File: src/rtl/rv_stream_sink.sv
// rv_stream_sink: consumer end of a ready/valid stream.
// Pseudo-random bounded backpressure from an 8-bit Galois LFSR. Keeps the last
// accepted word and a saturating transfer count, with optional DONE after
// EXPECT_COUNT transfers.
// Optional build macro RV_STREAM_SINK_PROTOCOL_CHECK_EN adds a sticky checker
// that flags a stalled word being withdrawn or changed.
module rv_stream_sink #(
  parameter int unsigned WIDTH           = 4,
  parameter int unsigned CNT_WIDTH       = 16,
  parameter logic [7:0]  LFSR_SEED       = 8'hA5,
  parameter int unsigned READY_THRESHOLD = 128,
  parameter int unsigned MAX_STALL       = 7,
  parameter int unsigned EXPECT_COUNT    = 0
) (
  input  logic                 i_CLK,
  input  logic                 i_RSTn,
  input  logic                 i_VALID,
  output logic                 o_READY,
  input  logic [WIDTH-1:0]     i_D,
  output logic [WIDTH-1:0]     o_LAST_D,
  output logic [CNT_WIDTH-1:0] o_COUNT,
  output logic                 o_DONE,
  output logic                 o_ERR
);

  localparam int unsigned LFSR_W  = 8;
  localparam int unsigned STALL_W = 8;
  localparam logic [LFSR_W-1:0]    LFSR_MASK  = 8'hB8;
  localparam logic [CNT_WIDTH-1:0] CNT_MAX    = '1;
  localparam logic [CNT_WIDTH-1:0] CNT_TARGET = CNT_WIDTH'(EXPECT_COUNT);
  // DONE only exists for a nonzero target the counter can actually reach
  localparam bit DONE_EN = (EXPECT_COUNT != 0) &&
                           ((CNT_WIDTH >= 32) ||
                            (64'(EXPECT_COUNT) <= ((64'(1) << CNT_WIDTH) - 64'(1))));

  typedef enum logic [1:0] {
    ST_WAIT = 2'd0,
    ST_RUN  = 2'd1,
    ST_DONE = 2'd2
  } state_t;

  state_t               state, state_next;
  logic [LFSR_W-1:0]    lfsr, lfsr_next;
  logic [STALL_W-1:0]   stall_cnt, stall_next;
  logic [CNT_WIDTH-1:0] count_next;
  logic [WIDTH-1:0]     last_next;
  logic                 ready_next;
  logic                 done_next;
  logic                 xfer;

  assign xfer = i_VALID && o_READY;

  // State and registered outputs
  always_ff @(posedge i_CLK or negedge i_RSTn) begin
    if (!i_RSTn) begin
      state     <= ST_WAIT;
      lfsr      <= LFSR_SEED;
      stall_cnt <= '0;
      o_READY   <= 1'b0;
      o_COUNT   <= '0;
      o_LAST_D  <= '0;
      o_DONE    <= 1'b0;
    end else begin
      state     <= state_next;
      lfsr      <= lfsr_next;
      stall_cnt <= stall_next;
      o_READY   <= ready_next;
      o_COUNT   <= count_next;
      o_LAST_D  <= last_next;
      o_DONE    <= done_next;
    end
  end

  // Next state, backpressure decision and transfer bookkeeping
  always_comb begin
    state_next = state;
    lfsr_next  = lfsr;
    stall_next = stall_cnt;
    ready_next = 1'b0;
    count_next = o_COUNT;
    last_next  = o_LAST_D;
    done_next  = o_DONE;

    if (xfer || !i_VALID) begin
      stall_next = '0;
    end else if (stall_cnt != '1) begin
      stall_next = stall_cnt + STALL_W'(1);
    end

    if (xfer) begin
      last_next = i_D;
      if (o_COUNT != CNT_MAX) begin
        count_next = o_COUNT + CNT_WIDTH'(1);
      end
    end

    case (state)
      ST_WAIT: begin
        state_next = ST_RUN;
      end
      ST_RUN: begin
        lfsr_next = {1'b0, lfsr[LFSR_W-1:1]} ^ (lfsr[0] ? LFSR_MASK : '0);
        if (DONE_EN && xfer && (count_next == CNT_TARGET)) begin
          state_next = ST_DONE;
          done_next  = 1'b1;
        end else begin
          ready_next = (32'(lfsr_next) >= READY_THRESHOLD) ||
                       (32'(stall_next) >= MAX_STALL);
        end
      end
      ST_DONE: begin
        state_next = ST_DONE;
      end
      default: begin
        state_next = ST_WAIT;
      end
    endcase
  end

`ifdef RV_STREAM_SINK_PROTOCOL_CHECK_EN
  logic             prev_stalled;
  logic [WIDTH-1:0] prev_d;
  logic             violation;

  assign violation = (state == ST_RUN) && prev_stalled &&
                     (!i_VALID || (i_D != prev_d));

  // A stalled word must stay offered and unchanged until accepted
  always_ff @(posedge i_CLK or negedge i_RSTn) begin
    if (!i_RSTn) begin
      prev_stalled <= 1'b0;
      prev_d       <= '0;
      o_ERR        <= 1'b0;
    end else begin
      prev_stalled <= i_VALID && !o_READY;
      prev_d       <= i_D;
      if (violation) begin
        o_ERR <= 1'b1;
`ifndef SYNTHESIS
        $display("%0t rv_stream_sink: stalled word withdrawn or changed", $time);
`endif
      end
    end
  end
`else
  assign o_ERR = 1'b0;
`endif

endmodule

File: config.mk
export PLATFORM = sky130hd
export DESIGN_NAME = rv_stream_sink
export DESIGN_NICKNAME = d
export VERILOG_FILES = /design/src/rtl/rv_stream_sink.sv
export SDC_FILE = /design/constraint.sdc
export NUM_CORES = 1
export LEC_CHECK = 0
export CAP_MARGIN = 15
export CORE_ASPECT_RATIO = 1.4
export CORE_MARGIN = 4
export CORE_UTILIZATION = 55
export CTS_CLUSTER_SIZE = 28
export DETAILED_ROUTE_END_ITERATION = 8
export PLACE_DENSITY = 0.82
export SETUP_SLACK_MARGIN = 0.15
export SLEW_MARGIN = 20
export SYNTH_ARGS = -nofsm -noshare
export SYNTH_HDL_FRONTEND = slang
export SYNTH_SLANG_ARGS = --single-unit
File: constraint.sdc
create_clock -name i_CLK -period 4.4 [get_ports i_CLK]
set_input_delay 0.66 -clock i_CLK [delete_from_list [all_inputs] [get_ports i_CLK]]
set_output_delay 0.66 -clock i_CLK [all_outputs]
set_load 0.01 [all_outputs]
==> results_dict.tcl <==
set metrics [dict create \
    syn2layout_area_growth_pct 19.5 \
    antenna_left 0 \
    period_share_pct 50.6 \
    synth-seq-cells 39 \
    wl_per_cell_um 15.1 \
    p_per_area_nw_per_um2 350 \
    grt_pass1_vias 1388 \
    grt_pass1_wl_um 6110 \
    max_stage_delay_ns 0.53 \
    yosysSeqAreaShare_pct 51.7 \
    cts_setup_buffers 0 \
    initial_core_util_pct 56.7 \
    final_cell_mix "dfrtp_1, clkdlybuf4s50_1, xnor2_1, nand2_1, mux2_2" \
    rows 25 \
    fin_cells 228 \
    die_area_um2 4470 \
    drc_errors 0 \
    ys.flop_type "dfrtp_1" \
    crit_buf_inv 1 \
    fin_skew_ns 0.00499 \
    setup_tns_ns 0 \
    die_h_um 77.5 \
    synth.avg_cell_area_um2 12.0 \
    placed_area_um2 2170 \
    dp_hpwl_um 2500 \
    cts_tree "done" \
    fmax_mhz 449 \
    via_count 1295 \
    clock_path_buffers 2 \
    path_delay_family "simple AND/OR/NAND/NOR gates" \
    synthCells 158 \
    numPortBuffers 27 \
    layout_commonest_cell "dfrtp_1" \
    clk_latency_ns 0.29 \
    clock_sinks 39 \
    required_ns 4.58 \
    coreArea_um2 3350 \
    root_buffer "clkbuf_8" \
    path_cells "clkdlybuf4s50_1 > and2_1 > nand4_2 > nor3b_2 > nand4_1 > xnor2_1" \
    start_kind "primary input" \
    antenna_found_initial 0 \
    cts_made_buffers 5 \
    end_kind "flip-flop" \
    layout.nets 196 \
    track_usage_pct 17.4 \
    antennaDiodeCount 0 \
    fin_area_um2 2270 \
    cellLeakagePower_nw 0.952 \
    h-tree-depth 2 \
    hold_viol 0 \
    cts_hold_buf 0 \
    place_ws_ns 1.88 \
    relSlewSlack_pct 44.6 \
    setup_ws_ns 2.17 \
    vias_per_cell 5.68 \
    crit_fanout 7 \
    gr-total-overflow 0 \
    drive_above_1_share_pct 18.6 \
    peakVddDrop_mv 0.354 \
    first_pass_iters 4 \
    min_path_type "reg2reg" \
    syn-cell-area_um2 1900 \
    ioPinCount 30 \
    grt_max_degree 40 \
    outcome "finished, final reports clean" \
    slowest_stage "clkdlybuf4s50_1" \
    grt_setup_unrepaired "false" \
    cts.clk_slew.worst_paths_ns 0.07 \
    synth-edff-count 0 \
    routed_wl_um 3430 \
    yosysWarnings 0 \
    n_fill_cell 254 \
    synthArstFlopShare_pct 100 \
    area.sequential_um2 981 \
    worst_pin_slew_ns 0.831 \
    cap_violations 0 \
    grt_util_met2_pct 28.1 \
    criticalPathCategory "in2reg" \
    min_period_ns 2.23 \
    drv_slew 0 \
    grtUsageMet3_pct 5.16 \
    yosysUniqueCellTypes 44 \
    finalSetupViolCount 0 \
    grt_use_met1_pct 19.5 \
    multi_input_area_um2 861 \
    post_cts_resized 0 \
    dp.cells 220 \
    arrival_ns 2.41 \
    die_x_um 57.7 \
    gp_congestion 0.893 \
    dr.first_iter.drc_count 45 \
    top_usage_layer "met2" \
]
## stage by stage
step / hold WS (ns) / power (mW) / utilization (%)
2_1_floorplan: 0.364 / 0.469 / -
3_3_place_gp: 0.402 / 0.536 / 64.8
3_5_place_dp: 0.414 / 0.538 / 64.8
4_1_cts: 0.425 / 0.806 / 67.8
5_1_grt: 0.446 / 0.830 / 67.8
6_report: 0.422 / 0.794 / 67.8
## final timing paths
kind / slack, ns / start / end / cells after the start
worst max-delay path: 2.17 / i_VALID / o_COUNT[15] / 6
worst min-delay path: 0.42 / state[1] / state[0] / 1
worst max register to register: 2.63 / stall_cnt[0] / o_READY / 6
worst min register to register: 0.42 / state[1] / state[0] / 1
max in group asynchronous: 3.41 / i_RSTn / stall_cnt[7] / 1
min in group asynchronous: 0.47 / i_RSTn / lfsr[1] / 1
## kinds of logic after synthesis
logic type,after synthesis,share of synthesized area (%)
muxes,12,7.25
AOI/OAI and AO/OA,22,8.70
adders and majority gates,2,1.32
xor gates and xnor gates,18,8.31
buffers and inverters,9,3.16
DFF,39,51.7
and+or+nand+nor,55,19.4
other,1,0.198
## cell type report
type	instances	area share, %
Tap cell	40	2.21
Timing Repair Buffer	27	11.7
Inverter	3	0.496
Sequential cell	39	43.2
Multi-Input combinational cell	111	37.9
Clock buffer	8	4.41
## synth_stat cells (all sizes together), types with 2 or more instances
cell type  number  area (um^2)
dfrtp          35          876
xnor2          14          123
nand2          13         48.8
mux2           11          128
nand3           8         52.6
nand4           8         71.3
o21ai           7         35.0
nor2            6         22.5
buf             5         45.0
a21oi           4         20.0
a31oi           4         25.0
dfstp           4          105
xor2            4         35.0
a41oi           3         33.8
and2            3         21.3
and4            3         32.5
inv             3         11.3
nor3            3         26.3
nor4            3         31.3
a311oi          2         17.5
and2b           2         15.0
ha              2         25.0
nand2b          2         12.5
## state kept, by name, indices dropped and copies added, names as in the netlist
register / cells
state: 2
o_LAST_D: 4
lfsr: 8
o_COUNT: 16
stall_cnt: 8
o_READY: 1
## power breakdown
part           internal [mW]  total [mW]  switching [mW]
Clock                  0.143       0.261           0.118
Sequential             0.386       0.411          0.0257
Combinational         0.0718       0.121          0.0495
Total                  0.600       0.794           0.193
## per-layer routing
metal,routed length [um],vias to the layer above
met3,149,12
met5,0,-
met2,1710,29
li1,-,619
met4,112,0
met1,1460,635
(Power assumes the default switching activity.)
